--- src/rtl/fsm_control_pkg.sv ---
// Shared types and constants for the 8x8 DCT sequencing controller.
// Exports state_e (fixed encodings), dct_idx_t and block-size constants.
package fsm_control_pkg;

  localparam int DCT_N  = 8;
  localparam int IDX_W  = $clog2(DCT_N);
  localparam int ADDR_W = 2 * IDX_W;

  typedef enum logic [2:0] {
    IDLE      = 3'd0,
    SEND_ADDR = 3'd1,
    ACT_RE    = 3'd2,
    WAIT_DATA = 3'd3,
    ACCUM     = 3'd4,
    DONE      = 3'd5
  } state_e;

  // Field order makes a plain +1 cascade x -> y -> v -> u.
  typedef struct packed {
    logic [IDX_W-1:0] u;
    logic [IDX_W-1:0] v;
    logic [IDX_W-1:0] y;
    logic [IDX_W-1:0] x;
  } dct_idx_t;

endpackage

--- src/rtl/dct_index_counter.sv ---
// Four cascaded 3-bit (u,v,y,x) counters, x fastest, u slowest.
// Ports: clk, rst_n, clr (sync clear), inc, idx (counters), all_max.
module dct_index_counter
  import fsm_control_pkg::*;
(
  input  logic     clk,
  input  logic     rst_n,
  input  logic     clr,
  input  logic     inc,
  output dct_idx_t idx,
  output logic     all_max
);

  dct_idx_t idx_q;
  dct_idx_t idx_d;

  always_comb begin
    idx_d = idx_q;
    if (clr) begin
      idx_d = '0;
    end else if (inc) begin
      idx_d = dct_idx_t'(idx_q + 1'b1);
    end
  end

  always_ff @(posedge clk or negedge rst_n) begin
    if (!rst_n) begin
      idx_q <= '0;
    end else begin
      idx_q <= idx_d;
    end
  end

  assign idx     = idx_q;
  assign all_max = &idx_q;

endmodule

--- src/rtl/fsm_control.sv ---
// DCT sequencer: walks (u,v,x,y), strobes RAM reads, pulses the MAC.
// Ports: Clock, Reset (async low), Start -> var_u/v/x/y, Address,
// Read_Enable, Active_MAC, Ready. FSM_CONTROL_WAIT_STATE_EN adds WAIT_DATA.
module fsm_control
  import fsm_control_pkg::*;
(
  input  logic              Clock,
  input  logic              Reset,
  input  logic              Start,
  output logic [IDX_W-1:0]  var_u,
  output logic [IDX_W-1:0]  var_v,
  output logic [IDX_W-1:0]  var_x,
  output logic [IDX_W-1:0]  var_y,
  output logic [ADDR_W-1:0] Address,
  output logic              Read_Enable,
  output logic              Active_MAC,
  output logic              Ready
);

  state_e   state_q;
  state_e   state_d;
  logic     idx_clr;
  logic     idx_inc;
  logic     all_max;
  dct_idx_t idx;

  always_comb begin
    state_d = state_q;
    idx_clr = 1'b0;
    unique case (state_q)
      IDLE: begin
        if (Start) begin
          state_d = SEND_ADDR;
          idx_clr = 1'b1;
        end
      end
      SEND_ADDR: state_d = ACT_RE;
`ifdef FSM_CONTROL_WAIT_STATE_EN
      ACT_RE:    state_d = WAIT_DATA;
      WAIT_DATA: state_d = ACCUM;
`else
      ACT_RE:    state_d = ACCUM;
`endif
      ACCUM:     state_d = all_max ? DONE : SEND_ADDR;
      DONE: begin
        if (Start) begin
          state_d = SEND_ADDR;
          idx_clr = 1'b1;
        end
      end
      default:   state_d = IDLE;
    endcase
  end

  always_ff @(posedge Clock or negedge Reset) begin
    if (!Reset) begin
      state_q <= IDLE;
    end else begin
      state_q <= state_d;
    end
  end

  // Counters advance on the edge that ends ACCUM.
  assign idx_inc = (state_q == ACCUM);

  dct_index_counter u_cnt (
    .clk     (Clock),
    .rst_n   (Reset),
    .clr     (idx_clr),
    .inc     (idx_inc),
    .idx     (idx),
    .all_max (all_max)
  );

  assign var_u       = idx.u;
  assign var_v       = idx.v;
  assign var_x       = idx.x;
  assign var_y       = idx.y;
  assign Address     = {idx.y, idx.x};
  assign Read_Enable = (state_q == ACT_RE);
  assign Active_MAC  = (state_q == ACCUM);
  assign Ready       = (state_q == DONE);

endmodule

--- config.mk ---
export PLATFORM = sky130hd
export DESIGN_NAME = fsm_control
export DESIGN_NICKNAME = d
export VERILOG_FILES = /design/src/rtl/fsm_control_pkg.sv /design/src/rtl/dct_index_counter.sv /design/src/rtl/fsm_control.sv
export SDC_FILE = /design/constraint.sdc
export NUM_CORES = 1
export LEC_CHECK = 0
export CORE_MARGIN = 3
export CORE_UTILIZATION = 49
export DETAILED_ROUTE_END_ITERATION = 10
export PLACE_DENSITY = 0.85
export REMOVE_ABC_BUFFERS = 1
export SKIP_CTS_REPAIR_TIMING = 1
export SYNTH_ARGS = -nofsm -noshare
export SYNTH_HDL_FRONTEND = slang
export SYNTH_SLANG_ARGS = --single-unit
--- constraint.sdc ---
create_clock -name Clock -period 3.1 [get_ports Clock]
set_clock_uncertainty 0.1 [all_clocks]
set_input_delay 0.465 -clock Clock [delete_from_list [all_inputs] [get_ports Clock]]
set_output_delay 0.465 -clock Clock [all_outputs]
set_load 0.02 [all_outputs]
==> results of run 1 <==
-- sequential cells by signal (all words and copies together), names as in the netlist --
register	cells
state_q	3
u_cnt.idx	12
-- worst register-to-register path: stages (launching register included) --
cell       delay (ps)
dfrtp_1           480
ha_1              190
nand4bb_1         330
or4_1             590
a21oi_1           160
-- synth_stat cells (2+ instances only) --
master	n	area, um^2
dfrtp_1	15	375.4
nor2_1	5	18.77
o21bai_1	3	22.52
or4_1	2	15.01
nand2_1	5	18.77
o31ai_1	2	15.01
inv_1	2	7.510
nand4_1	3	18.77
and4_1	2	17.52
a21oi_1	7	35.03
buf_4	6	45.04
o21ai_0	7	35.03
or3_1	3	18.77
nand3_1	4	20.02
xor2_1	2	17.52
mux2i_1	4	40.04
-- kinds of logic (layout without fill, tap and decap cells) --
kind of cell,after synthesis,count (layout)
compound gates,20,20
xor+xnor,3,3
fa+ha+maj,1,1
buf+inv,9,29
flops,15,15
mux,4,4
simple gates,35,35
-- power breakdown --
part           leakage, nW  switching (W)  internal, W
registers            0.206      0.0000487     0.000221
logic                0.235       0.000133     0.000101
clock network       0.0177      0.0000696    0.0000481
-- routing by layer --
| layer | vias up | GRT usage | share of wire |
|---|---|---|---|
| met5 | - | 0 | 0 |
| met4 | 0 | 0.09945 | 0.024 |
| met3 | 5 | 0.06391 | 0.051 |
| met2 | 30 | 0.3102 | 0.46 |
| met1 | 367 | 0.2998 | 0.46 |
| li1 | 356 | - | - |
-- cell type report --
class                           instances  area share
Multi-Input combinational cell         63      0.3839
Sequential cell                        15      0.3501
Timing Repair Buffer                   23      0.2147
Clock buffer                            3     0.02100
Tap cell                               16     0.01867
Inverter                                2    0.007001
Clock inverter                          1    0.004667
-- worst paths after layout --
kind	startpoint	end	slack (ps)	cells past startpoint
max	state_q[2]	Active_MAC	570	3
min	u_cnt.idx[7]	u_cnt.idx[7]	460	1
max reg2reg	u_cnt.idx[0]	u_cnt.idx[8]	1190	4
min reg2reg	u_cnt.idx[7]	u_cnt.idx[7]	460	1
max in group asynchronous	Reset	u_cnt.idx[2]	2000	1
min in group asynchronous	Reset	state_q[2]	470	1
-- metrics by stage --
step                hold WS [ps]  total power (W)  instances  setup slack, ps
detailed placement         415.6        0.0005055        119            905.5
global route               490.1        0.0006627        123            487.3
global placement           419.6        0.0004945        119            957.9
CTS                        456.5        0.0006224        123            573.7
finish                     464.2        0.0006206        123            568.7
floorplan                  69.41        0.0004053         80             1203
==> results by group, run 1 <==
Timing
  • Setup TNS: 0 ps
  • RSZ-0062 raised after global routing: no
  • Setup violators final: 0
  • Hold Violations, Final: 0
  • Final worst path period need: 2531 ps
  • Worst slew pin tran: 668.7 ps
  • Slew Limit Fails: 0
  • Crit share post-route: 0.8166
  • Max-Slew Margin vs Limit: 0.5528
  • FMAX: 395.0 MHz

Global routing
  • First-pass GRT wire length: 3284 um
  • Pin count of the biggest net entering global routing: 16
  • Vias in the first global route: 664
  • GRT overflow: 0
  • Initial antenna violation count: 0
  • GRT Util Overall: 0.2160

CTS
  • H-tree Lvls: 1
  • Clock slew at reported path FFs: 100 ps
  • Cts bufs inserted: 3
  • Clk Latency, worst-skew pair: 300 ps
  • Clk root buf: clkbuf_4
  • CTS Buffer Depth: 2
  • # clock sinks: 15
  • CTS tree: yes

Final layout
  • Area growth syn-to-layout: 27.15%
  • Footprint of the multi-input gates: 411.6 um^2
  • Nets: 112
  • Commonest non-fill, non-tap cell in the layout: clkdlybuf4s50_1
  • Layout cells sized above 1: 0.04673
  • Final Core Density: 0.6878
  • Fin area: 1072 um^2
  • Antenna cells: 0
  • Register area: 375.4 um^2
  • Fillers: 119
  • Most frequent cells in the layout: 23 x clkdlybuf4s50_1, 15 x dfrtp_1, 7 x o21ai_0, 7 x a21oi_1

Run
  • Max-Cap Viols: 0

Die
  • Cell row count: 14
  • Die height: 47.49 um
  • Die area: 2255 um^2
  • Initial Util: 0.5409
  • Core area: 1559 um^2
  • I/O pins: 24
  • Die X: 47.49 um

Worst setup path
  • CP max stage delay: 620 ps
  • Max FO, Critical Path: 8
  • Critical-path cell list: or3b_4, inv_1, clkdlybuf4s50_1
  • CP Launch Type: flop
  • CP delay by family, top: buffers and inverters
  • WP data required: 2530 ps
  • CP endpoint kind: primary output
  • CP max stage cell: clkdlybuf4s50_1
  • Crit Path Class: flop to primary output
  • Crit path arrival time: 1970 ps
  • WP buf/inv: 2

Synth
  • Largest family of logic cells by synthesized area: simple AND/OR/NAND/NOR gates
  • Post-synth EDFFs: 0
  • Simple-gate share of the synthesized area: 0.2567
  • Post-synthesis adder-cell area fraction: 0.01484
  • FF+latch count, synth: 15
  • Avg Inst Size Synth: 9.693 um^2
  • Sequential element share of the synthesized area: 0.4451
  • Synth Instances: 87
  • Synth unique cells: 31
  • Cell area after synthesis: 843.3 um^2
  • Mux cell area share after synthesis: 0.04748
  • Async set or reset register ratio after synthesis: 1.000
  • Yosys warns: 0
  • Most used DFF post-synth: dfrtp_1
  • Compound-Gate Fraction of Synth Area: 0.1380
  • XOR/XNOR Fraction of Synth Area: 0.03116

Power and ir drop
  • Worst VDD drop: 435.3 uV
  • Pwr Density: 578.8 nW/um^2
  • P_leak: 0.4581 nW

Placed design
  • Area after DPL: 1045 um^2
  • DP Wirelength: 1417 um
  • IO buf count: 23
  • Routability-driven placement congestion ratio: 0.8223

Route
  • Via count: 758
  • Final wirelength: 2056 um
  • Pre-antenna DRT Iters: 4
  • Number of remaining DRC errors: 0
  • Routed length per placed instance: 16.72 um
  • Iteration-0 DRC Markers: 24
  • Vias/cell: 6.163
  • Antenna viol nets, final: 0

Min path
  • Worst Hold Class: flop to flop

Status
  • Outcome: completed
Power figures use the tool's default switching activity.
==> run 2, diff against run 1 <==
Settings changed: CORE_UTILIZATION 49 to 41, PLACE_DENSITY 0.85 to 0.76.
Clock period 3.1 ns to 2.31 ns, I/O delays scaled along.
==> results by group, run 2 (synthesis gave the netlist of run 1 again) <==
Status
  • Outcome: completed

Worst setup path
  • Critical-path cell list: nor3b_1, clkdlybuf4s50_1
  • CP max stage cell: clkdlybuf4s50_1
  • Crit Path Class: flop to primary output
  • CP endpoint kind: primary output
  • CP Launch Type: flop
  • FF-to-FF End: u_cnt.idx[10]
  • Setup slack, reg-to-reg: 410 ps
  • WP buf/inv: 1
  • Worst path depth: 2
  • CP delay by family, top: buffers and inverters
  • Max FO, Critical Path: 9
  • WP data required: 1860 ps
  • R2r worst-path depth: 4
  • Crit path arrival time: 1690 ps
  • CP max stage delay: 660 ps
  • RR Startpoint: u_cnt.idx[0]

Final layout
  • Antenna cells: 0
  • Max reg flops: 12
  • Area growth syn-to-layout: 28.93%
  • Commonest non-fill, non-tap cell in the layout: clkdlybuf4s50_1
  • Non-filler cells, final: 132
  • Layout cells sized above 1: 0.05607
  • Most frequent cells in the layout: 22 x clkdlybuf4s50_1, 14 x dfrtp_1, 7 x o21ai_0, 7 x a21oi_1
  • Nets: 112
  • Fillers: 173
  • Fin area: 1087 um^2

Die
  • Die area: 2637 um^2
  • Die X: 51.35 um
  • Die height: 51.35 um
  • Core area: 1839 um^2
  • Cell row count: 15
  • Initial Util: 0.4585
  • I/O pins: 24

Global routing
  • Pin count of the biggest net entering global routing: 16
  • GRT Util Overall: 0.1652
  • Vias in the first global route: 733
  • Initial antenna violation count: 0
  • GRT overflow: 0
  • First-pass GRT wire length: 3325 um

CTS
  • Clock slew at reported path FFs: 100 ps
  • Clk Latency, worst-skew pair: 290 ps
  • CTS Buffer Depth: 2
  • CTS tree: yes
  • H-tree Lvls: 1
  • # clock sinks: 15
  • Cts bufs inserted: 3
  • Clk root buf: clkbuf_4

Placed design
  • Area after DPL: 1056 um^2
  • IO buf count: 23
  • Post-Place Cells: 128
  • Routability-driven placement congestion ratio: 0.7898
  • DP Wirelength: 1424 um

Timing
  • Final worst path period need: 2141 ps
  • Max-Slew Margin vs Limit: 0.5510
  • RSZ-0062 raised after global routing: no
  • Worst slew pin tran: 671.4 ps
  • FMAX: 467.0 MHz
  • Setup violators final: 0
  • Hold Violations, Final: 0
  • Crit share post-route: 0.9269
  • Slew Limit Fails: 0

Power and ir drop
  • Pwr Density: 759.2 nW/um^2
  • Worst VDD drop: 552.0 uV
  • Sw Ratio: 0.3987
  • Clk pwr share: 0.185
  • Comb pwr share: 0.377
  • P_leak: 0.4739 nW
  • Total Power: 0.0008255 W
  • Switching pwr: 0.0003291 W
  • Reg power frac: 0.438
  • Int Pwr: 0.0004963 W

Route
  • Pre-antenna DRT Iters: 4
  • Antenna viol nets, final: 0
  • Routed length per placed instance: 14.95 um
  • Iteration-0 DRC Markers: 6
  • Final wirelength: 1973 um
  • Number of remaining DRC errors: 0
  • Via count: 737
  • Vias/cell: 5.583

Run
  • Max-Cap Viols: 0

Min path
  • Worst Hold Class: input pin to async pin
-- run 2: changes by cell type in the layout (fill, tap and decap cells not counted) --
cell | previous run | this run
clkdlybuf4s50_1 | 23 | 22
dfrtp_1 | 15 | 14
dfrtp_2 | 0 | 1
dlymetal6s2s_1 | 0 | 1
-- run 2: per-stage QoR --
stage                 util  setup TNS, ps  worst slack [ps]  hold WS, ps
floorplan                -              0             412.9       -49.09
global placement    0.5742              0             285.6        409.2
detailed placement  0.5742              0             250.9        437.4
CTS                 0.5891         -77.18            -77.18        378.3
global route        0.5912              0             75.22        404.4
finish              0.5912              0             168.9        352.7
-- run 2: per-layer routing --
layer	global-route usage	wire [um]	up-vias
li1	-	-	355
met1	0.2117	877	358
met4	0.05240	13	0
met2	0.2747	992	20
met3	0.03790	89	4
met5	0	0	-
-- run 2: power by group through the flow --
stage / logic [W] / clock network, W / registers, W
final: 0.000311 / 0.000152 / 0.000362
after CTS: 0.000314 / 0.000156 / 0.000356
after global routing: 0.000337 / 0.000170 / 0.000373
after detailed placement: 0.000313 / 0 / 0.000361
after global placement: 0.000308 / 0 / 0.000357
after floorplan: 0.000165 / 0 / 0.000379
-- run 2: area by class of cell --
class	instances	area [um^2]	area share
Timing Repair Buffer	23	232.7	0.2140
Clock inverter	1	5.005	0.004603
Tap cell	25	31.28	0.02877
Clock buffer	3	22.52	0.02071
Sequential cell	15	376.6	0.3464
Multi-Input combinational cell	63	411.6	0.3786
Inverter	2	7.507	0.006905
-- run 2: worst max-delay path by stage --
stage | start | end | slack (ps)
4_1_cts | state_q[2] | Active_MAC | -80
5_1_grt | state_q[1] | Read_Enable | 80
3_3_place_gp | state_q[2] | Active_MAC | 290
2_1_floorplan | u_cnt.idx[0] | u_cnt.idx[8] | 410
3_5_place_dp | state_q[2] | Active_MAC | 250
6_report | state_q[1] | Read_Enable | 170
